<file path="src/rtl/npc_pkg.sv">
// npc_pkg: shared NPC core constants, fetch FSM state encoding and filler instruction.
package npc_pkg;
  localparam int XLEN = 64;
  localparam logic [63:0] RESET_PC = 64'h0000_0000_8000_0000;
  localparam logic [31:0] INST_NOP = 32'h0000_0013;
  typedef enum logic [1:0] {
    S_REQ  = 2'd0,
    S_WAIT = 2'd1,
    S_HOLD = 2'd2
  } state_t;
endpackage

</file>
<file path="src/rtl/ifu_pc_reg.sv">
// ifu_pc_reg: fetch PC register; redirect load has priority over the +4 advance.
module ifu_pc_reg #(
  parameter int XLEN = npc_pkg::XLEN,
  parameter logic [XLEN-1:0] RESET_PC = npc_pkg::RESET_PC
) (
  input  logic            clk,
  input  logic            rst,
  input  logic            redirect_valid,
  input  logic [XLEN-1:0] redirect_pc,
  input  logic            inc,
  input  logic [XLEN-1:0] base,
  output logic [XLEN-1:0] pc
);
  always_ff @(posedge clk)
    if (rst) pc <= RESET_PC;
    else if (redirect_valid) pc <= redirect_pc;
    else if (inc) pc <= base + XLEN'(4);
endmodule

</file>
<file path="src/rtl/ifu_fetch.sv">
// ifu_fetch: single-outstanding instruction fetch stage with redirect squash.
// Optional IFU_PERF_CNT_EN adds delivered-fetch and dropped-response counters.
module ifu_fetch #(
  parameter int XLEN = npc_pkg::XLEN,
  parameter logic [XLEN-1:0] RESET_PC = npc_pkg::RESET_PC
) (
  input  logic            clk,
  input  logic            rst,
  input  logic            redirect_valid,
  input  logic [XLEN-1:0] redirect_pc,
  output logic            imem_req_valid,
  input  logic            imem_req_ready,
  output logic [XLEN-1:0] imem_req_addr,
  input  logic            imem_resp_valid,
  input  logic [31:0]     imem_resp_data,
  output logic            inst_valid,
  input  logic            inst_ready,
  output logic [31:0]     inst,
  output logic [XLEN-1:0] inst_pc
`ifdef IFU_PERF_CNT_EN
  ,
  output logic [63:0]     perf_fetch_cnt,
  output logic [63:0]     perf_drop_cnt
`endif
);
  import npc_pkg::*;
  state_t state, state_n;
  logic kill, up, hs, resp, drop;
  logic [XLEN-1:0] pc, fetch_pc;
  ifu_pc_reg #(.XLEN(XLEN), .RESET_PC(RESET_PC)) u_pc (
    .clk(clk),
    .rst(rst),
    .redirect_valid(redirect_valid),
    .redirect_pc(redirect_pc),
    .inc(resp && !kill),
    .base(fetch_pc),
    .pc(pc)
  );
  // up keeps the request channel quiet during the reset cycle itself
  assign imem_req_valid = up && state == S_REQ;
  assign imem_req_addr = pc;
  assign inst_valid = state == S_HOLD;
  assign hs = imem_req_valid && imem_req_ready;
  assign resp = state == S_WAIT && imem_resp_valid;
  assign drop = resp && (kill || redirect_valid);
  always_comb begin
    state_n = S_REQ;
    state_n = state == S_REQ  ? (hs ? S_WAIT : S_REQ) :
              state == S_WAIT ? (resp ? (drop ? S_REQ : S_HOLD) : S_WAIT) :
              state == S_HOLD ? ((redirect_valid || inst_ready) ? S_REQ : S_HOLD) : S_REQ;
  end
  always_ff @(posedge clk)
    if (rst) begin
      state <= S_REQ;
      kill <= 1'b0;
      up <= 1'b0;
      fetch_pc <= '0;
      inst <= 32'h0;
      inst_pc <= '0;
    end else begin
      state <= state_n;
      up <= 1'b1;
      if (hs) fetch_pc <= pc;
      kill <= resp ? 1'b0 : kill | (redirect_valid && (state == S_WAIT || hs));
      if (resp && !drop) begin
        inst <= imem_resp_data;
        inst_pc <= fetch_pc;
      end
    end
`ifdef IFU_PERF_CNT_EN
  always_ff @(posedge clk)
    if (rst) begin
      perf_fetch_cnt <= 64'h0;
      perf_drop_cnt <= 64'h0;
    end else begin
      if (inst_valid && inst_ready && !redirect_valid) perf_fetch_cnt <= perf_fetch_cnt + 64'h1;
      if (drop) perf_drop_cnt <= perf_drop_cnt + 64'h1;
    end
`endif
endmodule
</file>
<file path="config.mk">
export PLATFORM = sky130hd
export DESIGN_NAME = ifu_fetch
export DESIGN_NICKNAME = d
export VERILOG_FILES = /design/src/rtl/npc_pkg.sv /design/src/rtl/ifu_pc_reg.sv /design/src/rtl/ifu_fetch.sv
export SDC_FILE = /design/constraint.sdc
export NUM_CORES = 1
export LEC_CHECK = 0
export CELL_PAD_IN_SITES_DETAIL_PLACEMENT = 1
export CELL_PAD_IN_SITES_GLOBAL_PLACEMENT = 2
export CORE_ASPECT_RATIO = 0.6
export CORE_MARGIN = 5
export CORE_UTILIZATION = 39
export CTS_CLUSTER_DIAMETER = 200
export CTS_CLUSTER_SIZE = 14
export DETAILED_ROUTE_END_ITERATION = 7
export DONT_BUFFER_PORTS = 1
export MAX_ROUTING_LAYER = met4
export PLACE_DENSITY_LB_ADDON = 0.1
export SLEW_MARGIN = 20
export SYNTH_ARGS = -nofsm -noshare
export SYNTH_HDL_FRONTEND = slang
export SYNTH_HIERARCHICAL = 1
export SYNTH_SLANG_ARGS = --single-unit
</file>
<file path="constraint.sdc">
create_clock -name clk -period 5.3 [get_ports clk]
set_clock_uncertainty 0.1 [all_clocks]
set_input_delay 0.795 -clock clk [delete_from_list [all_inputs] [get_ports clk]]
set_output_delay 0.795 -clock clk [all_outputs]
set_load 0.03 [all_outputs]
</file>
# Word-level counts from Yosys, hierarchy flattened
# Index checks and enable logic that the tools add are counted.
[op_classes]
mul = 0
n_addsub = 1
eq_ne = 2
magnitude_cmp = 0
shifts = 0
div = 0
bitwise_logic = 1
reduce_logical = 15
n_mux = 10
[op_table]
columns = ["op", "n"]
rows = [
  ["$mux 64", 2],
  ["$add 64x3->64 const B", 1],
  ["$mux 2", 6],
  ["$logic_and 1x1->1", 7],
  ["$logic_or 1x1->1", 3],
  ["$eq 2x1->1 const B", 1],
  ["$eq 2x2->1 const B", 1],
  ["$logic_not 1->1", 2],
  ["$logic_not 2->1", 1],
  ["$mux 1", 2],
  ["$reduce_bool 2->1", 1],
  ["$reduce_or 2->1", 1],
  ["$or 1x1->1", 1],
]
[word_totals]
output_inout_bits = 162
ramBits = 0
wordCells = 36
mem_count = 0
ff_bits = 228
latch_bits = 0
rom_bits = 0
in_bits = 102

# Longest topological paths before layout
# Gate-level depths: netlist (run 1).
[depth]
ltp_word = 7
depth_mapped = 11
depth_no_buf = 7

# By module
# The synthesis (run 1) kept the hierarchy.
[modules_own_cells]
columns = ["mod", "area_each_um2", "cells_each", "seq_area_each_um2", "instances"]
rows = [
  ["ifu_fetch", 6198.4, 715, 3283.1, 1],
  ["ifu_pc_reg", 4441.8, 578, 1281.2, 1],
]

# Worst setup path after synthesis (run 1)
# No wires, ideal clock.
[synth_timing]
path_kind = "input to register"
startpoint = "input port imem_resp_valid"
endpoint = "register u_pc.pc[53]"
n_path_buf = 3
setup_slack_ns = 2.653
arrival_ns = 2.468
setup_ns = 0.079
t_required_ns = 5.121
path_stages = 8
path_cell_list = "nand3b_1 nor2_1 buf_2 nor3b_1 clkbuf_1 buf_1 o211ai_1 o211ai_1"
[synth_via]
elab_chain_len = 3
[synth_rtl]
columns = ["element", "line_no", "text"]
rows = [
  ["start: declaration", "ifu_fetch.sv:14", "input logic imem_resp_valid,"],
  ["$logic_and 1x1->1", "ifu_fetch.sv:44", "assign resp = state == S_WAIT && imem_resp_valid;"],
  ["$logic_and 1x1->1", "ifu_fetch.sv:35", ".inc(resp && !kill),"],
  ["$reduce_bool 2->1 (no line)", "--", ""],
  ["end signal: assignment", "ifu_pc_reg.sv:16", "else if (redirect_valid) pc <= redirect_pc;"],
  ["end signal: assignment", "ifu_pc_reg.sv:17", "else if (inc) pc <= base + XLEN'(4);"],
  ["end: declaration", "ifu_pc_reg.sv:12", "output logic [XLEN-1:0] pc"],
]
# No other way between the ends.
# A chain may end at the register's enable or synchronous reset.

# Final worst setup path (run 1)
[layout_timing]
startpoint = "register fetch_pc[5]"
endpoint = "register u_pc.pc[54]"
[layout_via]
elab_chain_len = 3
[layout_rtl]
columns = ["element", "line_no", "text"]
rows = [
  ["start: declaration", "ifu_fetch.sv:29", "logic [XLEN-1:0] pc, fetch_pc;"],
  ["start signal: assignment", "ifu_fetch.sv:63", "if (hs) fetch_pc <= pc;"],
  ["$add 64x3->64", "ifu_pc_reg.sv:17", ""],
  ["$mux 64", "ifu_pc_reg.sv:17", ""],
  ["$mux 64", "ifu_pc_reg.sv:16", ""],
]
# No other way between the ends. The select of a mux whose other input is x is not followed.

==> results of run 1 <==
[layout by cell type, fill, tap and decap left out, types with 3 or more instances in the layout]
master,synthesis,routed
a211o_1,7,7
a211oi_1,4,4
a21oi_1,128,128
a311o_1,8,8
a31oi_1,8,8
and2_1,5,5
and3_1,6,6
and4_1,10,10
buf_4,7,10
clkbuf_16,0,20
dfxtp_1,228,228
diode_2,0,3
mux2i_1,102,102
nand2_1,362,362
nand2b_1,6,6
nand3_1,42,42
nand3b_1,5,5
nand4_1,15,15
nor2_1,46,45
nor2b_1,3,3
nor3_1,15,15
nor3b_1,43,42
nor4_1,12,12
nor4_2,6,6
o211ai_1,19,19
o21ai_0,13,13
o22ai_1,17,17
or3_1,8,8
or4_1,11,11
xnor2_1,20,20
xor2_1,8,8
[metal layers]
layer | up-vias | global-route usage | part of all wire
met2 | 180 | 0.3425 | 0.43
li1 | 4361 | - | -
met5 | - | - | 0
met3 | 38 | 0.06452 | 0.065
met1 | 4499 | 0.3179 | 0.49
met4 | 0 | 0.04794 | 0.015
[worst max path at each step]
stage | slack (ps) | start | end | cells after the start
floorplan | 2650 | imem_resp_valid | u_pc/pc[53] | 8
global placement | 1910 | imem_resp_valid | u_pc/pc[58] | 7
detailed placement | 1850 | imem_resp_valid | u_pc/pc[62] | 7
CTS | 2030 | fetch_pc[2] | u_pc/pc[54] | 6
global route | 1800 | fetch_pc[5] | u_pc/pc[54] | 5
finish | 2020 | fetch_pc[5] | u_pc/pc[54] | 5
[state kept, by name, summed over array words and instances (netlist names)]
register / flops
fetch_pc: 64
inst: 32
inst_pc: 64
kill: 1
state: 2
u_pc/pc: 64
up: 1
[cell families (layout without fill, tap and decap cells)]
logic type	after synthesis	after routing	synth area share
AO/OA/AOI/OAI	218	218	0.1224
XOR/XNOR	28	28	0.02305
adder cells (fa/ha/maj)	1	1	0.001176
buffers and inverters	103	35	0.04927
flip-flops	228	228	0.4290
multiplexers	102	102	0.09595
other	0	3	0
AND/OR/NAND/NOR	613	613	0.2792
[cell type report]
cell class | instances | area, um^2
antenna | 3 | 7.507
clock buffer | 20 | 500.5
clock inverter | 2 | 27.53
fill | 3187 | 15410
inverter | 3 | 18.77
multi-input combinational | 962 | 5590
sequential | 228 | 4564
tap | 360 | 450.4
timing repair buffer | 10 | 75.07
[power groups by stage]
| stage | Clock [mW] | Sequential, mW | Combinational [mW] |
|---|---|---|---|
| floorplan | 0 | 1.90 | 0.177 |
| global placement | 0 | 1.93 | 0.180 |
| detailed placement | 0 | 1.93 | 0.186 |
| CTS | 1.39 | 1.89 | 0.186 |
| global route | 1.45 | 1.89 | 0.208 |
| finish | 1.35 | 1.89 | 0.183 |
==> impl_metrics.yaml, run 1 <==
setup_path:
  slowest_stage: "nand4_1"
  crit_arrival_ps: 3630
  path_buf_inv: 0
  startpoint_type: "flop"
  slowest_delay_ps: 770
  r2r_slack_ps: 2020
  critical_path_required_ps: 5660
  critical_path_class: "reg -> reg"
  end_kind: "flop"
  critical_path.reg2reg.endpoint: "u_pc/pc[54]"
  crit_family: "simple AND/OR/NAND/NOR gates"
  r2r_cells: 5
  crit_path_cell_trace: "nand4_2 -> nor4_4 -> nand4_1 -> or4_1 -> nand3_1"
  rr_startpoint: "fetch_pc[5]"
  cp_max_fo: 16
final_layout:
  finalNonFillerCells: 1588
  syn_to_final_growth_pct: 5.585
  drive_gt1_frac: 0.04327
  post-route-util: 0.4216
  fin_area_um2: 11230
  final_nets: 1328
outcome:
  status: "complete, no violations"
logic_synthesis:
  synthesis.nets: 1396
  synth.avg_cell_area_um2: 8.229
  synth_most_common_cell: "nand2_1"
  synth_edf_count: 0
  yosysSeqAreaShare: 0.4290
  synth_ff_type: "dfxtp_1"
  synth_area_leader_cell: "dfxtp_1"
  synth_seq_cells: 228
  synthesis.area_um2: 10640
  yosysUniqueCellTypes: 62
  async_flop_share: 0
  yosys_warnings: 6
  synth_cells: 1293
  yosys-top-cells-count: "362 x nand2_1, 228 x dfxtp_1, 128 x a21oi_1, 102 x mux2i_1, 54 x clkbuf_1"
  synth_top_area_frac: 0.4290
  synthTopCellsByArea: "dfxtp_1 43%, nand2_1 13%, mux2i_1 9.6%, a21oi_1 6.0%, nor3b_1 3.0%"
placement:
  dp_slack_ps: 1854
  globalplace.congestion: 0.7871
  place_area_um2: 10700
  hpwl_um: 24110
  place.port_buffers: 0
  dp.cells: 1563
power:
  powerDensity_nw_per_um2: 304.2
  combinationalPowerShare: 0.054
  leakage_nw: 3.401
  ir_drop_v: 0.0001670
  internal_power_mw: 2.506
  p_seq_frac: 0.552
  p_switching_mw: 0.9118
  power_mw: 3.418
  pwr-share-clk: 0.395
  p_sw_frac: 0.2668
timing:
  fin_crit_sh: 0.6180
  finalSetupViolCount: 0
  max_clock_freq_mhz: 305.3
  fin_ws_ps: 2024
  rsz0062_at_grt: "false"
  whs_ps: 257.9
  worst_pin_slew_ps: 1069
  hold_viol: 0
  slew_viol_final: 0
  final.setup.tns_ps: 0
  final.min_clock_period_ps: 3276
  timing.slew.headroom: 0.2871
routing:
  postRouteAntennaNets: 0
  drtIter0Drc: 583
  drc: 0
  dr_total_vias: 9078
  vias_per_cell: 5.717
  wirelength_um: 36000
  avgRoutedWirePerCell_um: 22.67
  first_pass_iters: 4
floorplanning:
  io_pins: 264
  die_w_um: 223.2
  dieArea_um2: 30790
  fp.dieH_um: 137.9
  core_area_um2: 26650
  initial_core_util: 0.3993
  rows: 46
clock_tree:
  cts.path.max_buffers: 3
  cts_tree: "done"
  clkTransAtPathRegs_ps: 70
  postCtsSetupRepairBufs: 0
  cts_max_level: 1
  cts_resized: 0
  clkLatencyLatePin_ps: 530
  cts_made_buffers: 20
  clkSinkCount: 228
  cts_root_buffer: "clkbuf_16"
  ctsHoldBuffers: 0
hold_path:
  min_to: "fetch_pc[60]"
  hold_class: "in -> reg"
  holdPathStages: 1
  hp-start: "rst"
global_route:
  antenna_found_initial: 3
  gr-total-overflow: 0
  grt_pass1_vias: 9146
  grt_max_degree: 149
  grt_pass1_wl_um: 55320
  track_usage: 0.2310
flow_run:
  cap_violations: 0
Power figures use the tool's default switching activity.
==> inputs of run 2 (changes only) <==
--- a/config.mk
+++ b/config.mk
@@ -9,7 +9,7 @@
 export CELL_PAD_IN_SITES_GLOBAL_PLACEMENT = 2
 export CORE_ASPECT_RATIO = 0.6
 export CORE_MARGIN = 5
-export CORE_UTILIZATION = 39
+export CORE_UTILIZATION = 37
 export CTS_CLUSTER_DIAMETER = 200
 export CTS_CLUSTER_SIZE = 14
 export DETAILED_ROUTE_END_ITERATION = 7
==> constraint.sdc (replaced) <==
create_clock -name clk -period 3.17 [get_ports clk]
set_clock_uncertainty 0.1 [all_clocks]
set_input_delay 0.4755 -clock clk [delete_from_list [all_inputs] [get_ports clk]]
set_output_delay 0.4755 -clock clk [all_outputs]
set_load 0.03 [all_outputs]
==> impl_metrics.yaml, run 2 (synthesized netlist as in run 1, its figures left out) <==
outcome:
  status: "complete, no violations"
timing:
  timing.slew.headroom: 0.4983
  fin_crit_sh: 0.8887
  final.min_clock_period_ps: 2817
  worst_pin_slew_ps: 752.6
  finalSetupViolCount: 0
  hold_viol: 0
  rsz0062_at_grt: "false"
  max_clock_freq_mhz: 355.0
  slew_viol_final: 0
  final.setup.tns_ps: 0
global_route:
  grt_pass1_vias: 9393
  antenna_found_initial: 2
  grt_pass1_wl_um: 58390
  track_usage: 0.2310
  gr-total-overflow: 0
  grt_max_degree: 137
flow_run:
  cap_violations: 0
power:
  pwr-share-clk: 0.393
  p_seq_frac: 0.538
  p_switching_mw: 1.575
  powerDensity_nw_per_um2: 495.6
  p_sw_frac: 0.2689
  combinationalPowerShare: 0.068
  internal_power_mw: 4.282
  ir_drop_v: 0.0003307
  leakage_nw: 3.638
routing:
  vias_per_cell: 5.674
  drtIter0Drc: 545
  wirelength_um: 37670
  avgRoutedWirePerCell_um: 22.79
  first_pass_iters: 5
  postRouteAntennaNets: 0
  dr_total_vias: 9379
  drc: 0
clock_tree:
  cts_resized: 0
  clkLatencyLatePin_ps: 520
  clkTransAtPathRegs_ps: 70
  cts.path.max_buffers: 3
  cts_max_level: 1
  cts_root_buffer: "clkbuf_16"
  clkSinkCount: 228
  cts_tree: "done"
  cts_made_buffers: 20
floorplanning:
  core_area_um2: 28530
  io_pins: 264
  initial_core_util: 0.3730
  fp.dieH_um: 141.4
  dieArea_um2: 32360
  die_w_um: 228.9
  rows: 48
setup_path:
  critical_path_class: "reg -> reg"
  startpoint_type: "flop"
  crit_arrival_ps: 3150
  critPathLaunch: "fetch_pc[5]"
  cp_max_fo: 13
  r2r_slack_ps: 350
  end_kind: "flop"
  rr_startpoint: "fetch_pc[5]"
  critical_path_required_ps: 3500
final_layout:
  fin_area_um2: 11820
  mostFrequentLayoutCell: "nand2_1"
  syn_to_final_growth_pct: 11.08
  layout_common_cells: "362 x nand2_1, 228 x dfxtp_1, 128 x a21oi_1"
  drive_gt1_frac: 0.04624
  final_nets: 1379
  reg_top3: "fetch_pc: 64 flops, inst_pc: 64 flops, u_pc/pc: 64 flops"
placement:
  place.port_buffers: 0
  hpwl_um: 24700
  globalplace.congestion: 0.7788
  place_area_um2: 10800
hold_path:
  hold_class: "in -> reg"
  hp-start: "imem_resp_data[27]"
## run 2: final cells by class
class	count	area, um^2
Antenna cell	2	5.005
Sequential cell	228	4564
Fill cell	3400	16710
Clock buffer	21	525.5
Inverter	3	16.27
Clock inverter	1	11.26
Tap cell	375	469.2
Timing Repair Buffer	61	640.6
Multi-Input combinational cell	962	5587
## run 2: stage by stage
step                      power [mW]  instances  utilization  setup WS, ps  hold slack (ps)
final                          5.858       1653       0.4143         352.9            20.20
after global routing           6.076       1653       0.4143         287.0            6.080
after CTS                      5.934       1651       0.4141         430.2           0.3831
after detailed placement       3.545       1583       0.3786         439.8            368.9
after global placement         3.536       1583       0.3786         510.5            366.4
after floorplan                3.465       1293            -         842.3            346.2
## run 2: repair_timing
item	in CTS	in global routing
buffers inserted	0	0
endpoints found under the hold margin	136	0
hold buffers	46	0
## run 2: routing by layer
metal / wire length (um) / vias up / GRT usage / share of wire
met5: 0 / - / - / 0
met4: 364 / 0 / 0.03446 / 0.0097
met3: 2669 / 27 / 0.06440 / 0.071
met2: 16320 / 208 / 0.3407 / 0.43
met1: 18320 / 4678 / 0.3247 / 0.49
li1: - / 4466 / - / -
## run 2: final timing paths
path | endpoint | depth (start not counted)
worst min register to register | fetch_pc[1] | 2
worst max-delay path | u_pc/pc[59] | 6
worst min-delay path | inst[27] | 2
worst max register to register | u_pc/pc[59] | 6
## run 2: critical path, cell delays in order, from the launching register on
cell and delay [ps]:
dfxtp_1 500, nand4_2 390, nor4_1 740, nand4_1 160, buf_4 220, or4b_1 530, o211ai_1 100
## run 2: power by group through the flow
| stage | combinational [mW] | clock [mW] | sequential, mW |
|---|---|---|---|
| final | 0.400 | 2.30 | 3.15 |
| after floorplan | 0.295 | 0 | 3.17 |
| after detailed placement | 0.323 | 0 | 3.22 |
| after global placement | 0.315 | 0 | 3.22 |
| after global routing | 0.444 | 2.47 | 3.17 |
| after CTS | 0.404 | 2.37 | 3.16 |
